File: src/rtl/weight_loader.sv
// Purpose: write side of the classifier parameter memories; loads W1, B1, W2, B2 in order from a byte stream.
// Latency: one cycle from byte acceptance to the registered memory write (wr_en), no bubble between regions.
// Backpressure: s_ready decoded from registered state only; s_valid gaps stall the counter with no write.
//
// Ports:
//   clk, rst          single rising-edge clock, asynchronous active-low reset
//   start, abort      one-cycle pulses; abort has priority and only acts while busy
//   s_valid/s_ready/s_data   8-bit input stream handshake
//   wr_en/wr_sel/wr_addr/wr_data   registered memory write port (sel: 0=W1 1=B1 2=W2 3=B2)
//   busy, done, loaded, err        load status (done is a one-cycle pulse, err is sticky)
//
// Optional feature: define WEIGHT_LOADER_CHECKSUM_EN to append a one-byte trailer
// that must make the modulo-256 sum of all payload bytes zero.
module weight_loader #(
    parameter int W1_DEPTH = 25088,
    parameter int B1_DEPTH = 32,
    parameter int W2_DEPTH = 320,
    parameter int B2_DEPTH = 10,
    parameter int ADDR_W   = 15
) (
    input  logic              clk,
    input  logic              rst,
    input  logic              start,
    input  logic              abort,
    input  logic              s_valid,
    output logic              s_ready,
    input  logic [7:0]        s_data,
    output logic              wr_en,
    output logic [1:0]        wr_sel,
    output logic [ADDR_W-1:0] wr_addr,
    output logic [7:0]        wr_data,
    output logic              busy,
    output logic              done,
    output logic              loaded,
    output logic              err
);

    localparam logic [2:0] ST_IDLE  = 3'd0;
    localparam logic [2:0] ST_LD_W1 = 3'd1;
    localparam logic [2:0] ST_LD_B1 = 3'd2;
    localparam logic [2:0] ST_LD_W2 = 3'd3;
    localparam logic [2:0] ST_LD_B2 = 3'd4;
    localparam logic [2:0] ST_CHK   = 3'd5;
    localparam logic [2:0] ST_FIN   = 3'd6;

    logic [2:0]        state_q, state_d;
    logic [ADDR_W-1:0] cnt_q, cnt_d;
    logic              loaded_q, loaded_d;
    logic              in_load;
    logic              payload;
    logic [1:0]        region_sel;
    logic [ADDR_W-1:0] last_addr;

`ifdef WEIGHT_LOADER_CHECKSUM_EN
    logic [7:0] sum_q, sum_d;
    logic [7:0] chk_sum;
    logic       err_q, err_d;
    assign chk_sum = sum_q + s_data;
    assign err     = err_q;
`else
    assign err = 1'b0;
`endif

    assign in_load = (state_q == ST_LD_W1) || (state_q == ST_LD_B1) ||
                     (state_q == ST_LD_W2) || (state_q == ST_LD_B2);
    // CHK never becomes the registered state when the checksum is compiled out.
    assign s_ready = in_load || (state_q == ST_CHK);
    assign busy    = s_ready;
    assign done    = (state_q == ST_FIN);
    assign loaded  = loaded_q;
    // Only payload bytes are written; the checksum trailer is consumed silently.
    assign payload = s_valid && in_load;

    always_comb begin
        region_sel = 2'd0;
        last_addr  = ADDR_W'(W1_DEPTH - 1);
        case (state_q)
            ST_LD_B1: begin region_sel = 2'd1; last_addr = ADDR_W'(B1_DEPTH - 1); end
            ST_LD_W2: begin region_sel = 2'd2; last_addr = ADDR_W'(W2_DEPTH - 1); end
            ST_LD_B2: begin region_sel = 2'd3; last_addr = ADDR_W'(B2_DEPTH - 1); end
            default:  begin region_sel = 2'd0; last_addr = ADDR_W'(W1_DEPTH - 1); end
        endcase
    end

    always_comb begin
        state_d  = state_q;
        cnt_d    = cnt_q;
        loaded_d = loaded_q;
`ifdef WEIGHT_LOADER_CHECKSUM_EN
        sum_d    = sum_q;
        err_d    = err_q;
`endif
        if (abort && busy) begin
            state_d  = ST_IDLE;
            cnt_d    = '0;
            loaded_d = 1'b0;
        end else begin
            case (state_q)
                ST_IDLE: begin
                    // abort in the same cycle as start suppresses the start
                    if (start && !abort) begin
                        state_d  = ST_LD_W1;
                        cnt_d    = '0;
                        loaded_d = 1'b0;
`ifdef WEIGHT_LOADER_CHECKSUM_EN
                        sum_d    = 8'd0;
                        err_d    = 1'b0;
`endif
                    end
                end
                ST_LD_W1, ST_LD_B1, ST_LD_W2, ST_LD_B2: begin
                    if (s_valid) begin
`ifdef WEIGHT_LOADER_CHECKSUM_EN
                        sum_d = sum_q + s_data;
`endif
                        if (cnt_q == last_addr) begin
                            cnt_d = '0;
                            case (state_q)
                                ST_LD_W1: state_d = ST_LD_B1;
                                ST_LD_B1: state_d = ST_LD_W2;
                                ST_LD_W2: state_d = ST_LD_B2;
                                default: begin
`ifdef WEIGHT_LOADER_CHECKSUM_EN
                                    state_d = ST_CHK;
`else
                                    state_d  = ST_FIN;
                                    loaded_d = 1'b1;
`endif
                                end
                            endcase
                        end else begin
                            cnt_d = cnt_q + ADDR_W'(1);
                        end
                    end
                end
`ifdef WEIGHT_LOADER_CHECKSUM_EN
                ST_CHK: begin
                    if (s_valid) begin
                        if (chk_sum == 8'd0) begin
                            state_d  = ST_FIN;
                            loaded_d = 1'b1;
                        end else begin
                            state_d  = ST_IDLE;
                            loaded_d = 1'b0;
                            err_d    = 1'b1;
                        end
                    end
                end
`endif
                ST_FIN:  state_d = ST_IDLE;
                default: state_d = ST_IDLE;
            endcase
        end
    end

    always_ff @(posedge clk or negedge rst) begin
        if (!rst) begin
            state_q  <= ST_IDLE;
            cnt_q    <= '0;
            loaded_q <= 1'b0;
            wr_en    <= 1'b0;
            wr_sel   <= 2'd0;
            wr_addr  <= '0;
            wr_data  <= 8'd0;
        end else begin
            state_q  <= state_d;
            cnt_q    <= cnt_d;
            loaded_q <= loaded_d;
            // A byte accepted on the same edge as abort is still written.
            wr_en    <= payload;
            if (payload) begin
                wr_sel  <= region_sel;
                wr_addr <= cnt_q;
                wr_data <= s_data;
            end
        end
    end

`ifdef WEIGHT_LOADER_CHECKSUM_EN
    always_ff @(posedge clk or negedge rst) begin
        if (!rst) begin
            sum_q <= 8'd0;
            err_q <= 1'b0;
        end else begin
            sum_q <= sum_d;
            err_q <= err_d;
        end
    end
`endif

endmodule

File: config.mk
export PLATFORM = sky130hd
export DESIGN_NAME = weight_loader
export DESIGN_NICKNAME = d
export VERILOG_FILES = /design/src/rtl/weight_loader.sv
export SDC_FILE = /design/constraint.sdc
export NUM_CORES = 1
export LEC_CHECK = 0
export ABC_AREA = 0
export CORE_MARGIN = 2
export CORE_UTILIZATION = 33
export DETAILED_ROUTE_END_ITERATION = 12
export GPL_ROUTABILITY_DRIVEN = 0
export PLACE_DENSITY = 0.55
export REMOVE_ABC_BUFFERS = 1
export SLEW_MARGIN = 20
export SYNTH_ARGS = -nofsm -noshare
export SYNTH_HDL_FRONTEND = slang
export SYNTH_SLANG_ARGS = --single-unit
File: constraint.sdc
create_clock -name clk -period 4.2 [get_ports clk]
set_clock_uncertainty 0.2 [all_clocks]
set_input_delay 0.84 -clock clk [delete_from_list [all_inputs] [get_ports clk]]
set_output_delay 0.84 -clock clk [all_outputs]
set_load 0.005 [all_outputs]
==> results_dict.tcl <==
set metrics [dict create \
    grt.total_usage_pct 13.4 \
    cts_buffer_depth 2 \
    final_layout_size_suffix_gt1_share_pct 14.5 \
    outcome "complete, no violations" \
    drc_errors 0 \
    cts_resized 0 \
    synthArstFlopShare_pct 100 \
    maxSlewViolCount 0 \
    netlist_area_sq_um 2310 \
    nFillCells 671 \
    clock-sinks 45 \
    post_cts_buffers 0 \
    ys.flop_type "dfrtp_1" \
    area_delta_synth_final_pct 23.6 \
    seq_area_sq_um 1130 \
    die-area_sq_um 7680 \
    vdd_drop_max_mv 0.228 \
    synth_cell_type_count 45 \
    final_cell_mix "45 x dfrtp_1, 41 x clkdlybuf4s50_1, 21 x mux2_2" \
    post-route-min-period_ns 3.17 \
    viasPerCell 5.11 \
    synth_edf_count 0 \
    critical_path_arrival_ns 3.20 \
    coreArea_sq_um 6790 \
    vias 1795 \
    initial_core_util_pct 34.0 \
    cts_max_level 2 \
    reg2regPathDepth 5 \
    p_per_area_nw_per_um2 455 \
    slew-limit-headroom_pct 42.1 \
    wl_per_cell_um 13.6 \
    port_buffers 42 \
    cts_hold_buf 0 \
    synthCells 221 \
    dr.pass1.iters 4 \
    dieHeight_um 87.6 \
    grt_max_degree 46 \
    insertion_delay_ns 0.29 \
    final_common_cell "dfrtp_1" \
    worst_pin_slew_ns 0.869 \
    hold_path_class "flip-flop to flip-flop" \
    antenna_cells 0 \
    layout.cells.non_filler 351 \
    yosys_warnings 0 \
    required_ns 4.22 \
    crit_type "input pin to flip-flop" \
    dp.cells 343 \
    seq_area_frac_synth_pct 48.8 \
    hold_depth 2 \
    avgSynthCellArea_sq_um 10.4 \
    max_freq_ghz 0.315 \
    ant_nets 0 \
    multi_input_area_sq_um 1060 \
    cts_root_buffer "clkbuf_8" \
    clk_pin_slew_ns 0.09 \
    grt_pass1_wl_um 8050 \
    drv_cap 0 \
    grt-ovfl-total 0 \
    dp_hpwl_um 3240 \
    grt_pass1_vias 1628 \
    cp_max_fo 30 \
    cp-end-kind "flip-flop" \
    io_pins 44 \
    finalSetupViolCount 0 \
    cts_tree "built" \
    nets 268 \
    synth-seq-cells 45 \
    drt_wl_total_um 4790 \
    antenna_found_initial 0 \
    rsz0062_at_grt "false" \
    final_util_pct 42.0 \
    die_x_um 87.6 \
    cts_buffers 5 \
    drtIter0Drc 83 \
    final-hold-violation-count 0 \
    setup_tns_ns 0 \
    rows 30 \
    p_leak_uw 0.00112 \
    start_kind "input pin" \
    period_share_pct 75.6 \
]
==> kinds of logic (layout without fill, tap and decap cells) <==
group	after synthesis	after routing	share of synthesized area (%)
buffers and inverters	26	60	5.15
AO/OA/AOI/OAI	58	58	17.8
flip-flops	45	45	48.8
other	1	1	0.162
AND/OR/NAND/NOR	65	65	15.7
XOR/XNOR	2	2	0.759
multiplexers	22	22	10.7
adder cells (fa/ha/maj)	2	2	1.03
==> layout make-up <==
class,instances,share of cell area [%]
Clock buffer,7,2.68
Clock inverter,1,0.263
Inverter,9,1.18
Multi-Input combinational cell,150,37.3
Sequential cell,45,39.5
Tap cell,96,4.21
Timing Repair Buffer,43,14.9
==> power by group <==
group | leakage, uW | internal (uW) | switching (uW)
clock network | 0.0000385 | 118 | 147
registers | 0.000604 | 505 | 61.4
logic | 0.000481 | 252 | 216
total | 0.00112 | 875 | 424
==> per-stage QoR <==
step | cell area [sq um] | setup WS (ns) | hold slack [ns] | total power (uW)
after floorplan | 2220 | 1.58 | 0.273 | 824
after CTS | 2850 | 1.05 | 0.295 | 1320
after global routing | 2850 | 0.910 | 0.325 | 1390
final | 2850 | 1.03 | 0.287 | 1300
after global placement | 2770 | 0.772 | 0.264 | 1050
after detailed placement | 2770 | 0.730 | 0.276 | 1050
==> per-layer routing <==
| layer | vias up | wire (um) | GRT usage [%] |
|---|---|---|---|
| met5 | - | 0 | 0 |
| met2 | 38 | 2210 | 20.3 |
| li1 | 884 | - | - |
| met1 | 871 | 2370 | 18.8 |
| met3 | 2 | 182 | 4.15 |
| met4 | 0 | 24 | 2.94 |
==> sequential cells by signal, summed over array words and instances, names as in the netlist <==
register  flops
wr_en         1
loaded        1
wr_addr      15
wr_data       8
wr_sel        2
cnt_q        15
state_q       3
==> critical path: stages <==
cell,delay (ns)
clkdlybuf4s50_1,0.60
inv_2,0.07
maj3_2,0.32
a211o_1,0.59
or4_1,0.61
a21oi_1,0.16
==> synth_stat cells, types with 2 or more instances <==
master	count	area [sq um]
dfrtp_1	45	1130
mux2_2	21	236
a21oi_1	18	90.1
nand2_1	14	52.6
nor2_1	10	37.5
o31ai_1	10	75.1
or4_1	9	67.6
buf_2	8	40.0
inv_1	8	30.0
o21ai_0	8	40.0
nand3_1	7	35.0
clkbuf_1	6	22.5
nand4_1	5	31.3
or3_1	4	25.0
buf_4	3	22.5
o21a_1	3	22.5
a211o_1	2	17.5
a211oi_1	2	15.0
a21o_1	2	15.0
a2bb2oi_1	2	17.5
and2_1	2	12.5
nand2b_1	2	12.5
nor3_1	2	10.0
nor4_1	2	12.5
o221ai_1	2	17.5
o41ai_1	2	17.5
or2_2	2	12.5
or4b_1	2	20.0
xnor2_1	2	17.5
==> path summary, 6_finish.rpt <==
path / to / slack, ns / from
max in group asynchronous: loaded$_DFFE_PN0P_ / 3.08 / rst
worst min-delay path: wr_addr[2]$_DFFE_PN0P_ / 0.29 / wr_addr[2]$_DFFE_PN0P_
worst max register to register: cnt_q[7]$_DFFE_PN0P_ / 1.54 / state_q[2]$_DFFE_PN0P_
worst max-delay path: cnt_q[7]$_DFFE_PN0P_ / 1.03 / s_valid
min in group asynchronous: cnt_q[10]$_DFFE_PN0P_ / 0.34 / rst
worst min register to register: wr_addr[2]$_DFFE_PN0P_ / 0.29 / wr_addr[2]$_DFFE_PN0P_
Power figures use the tool's default switching activity.
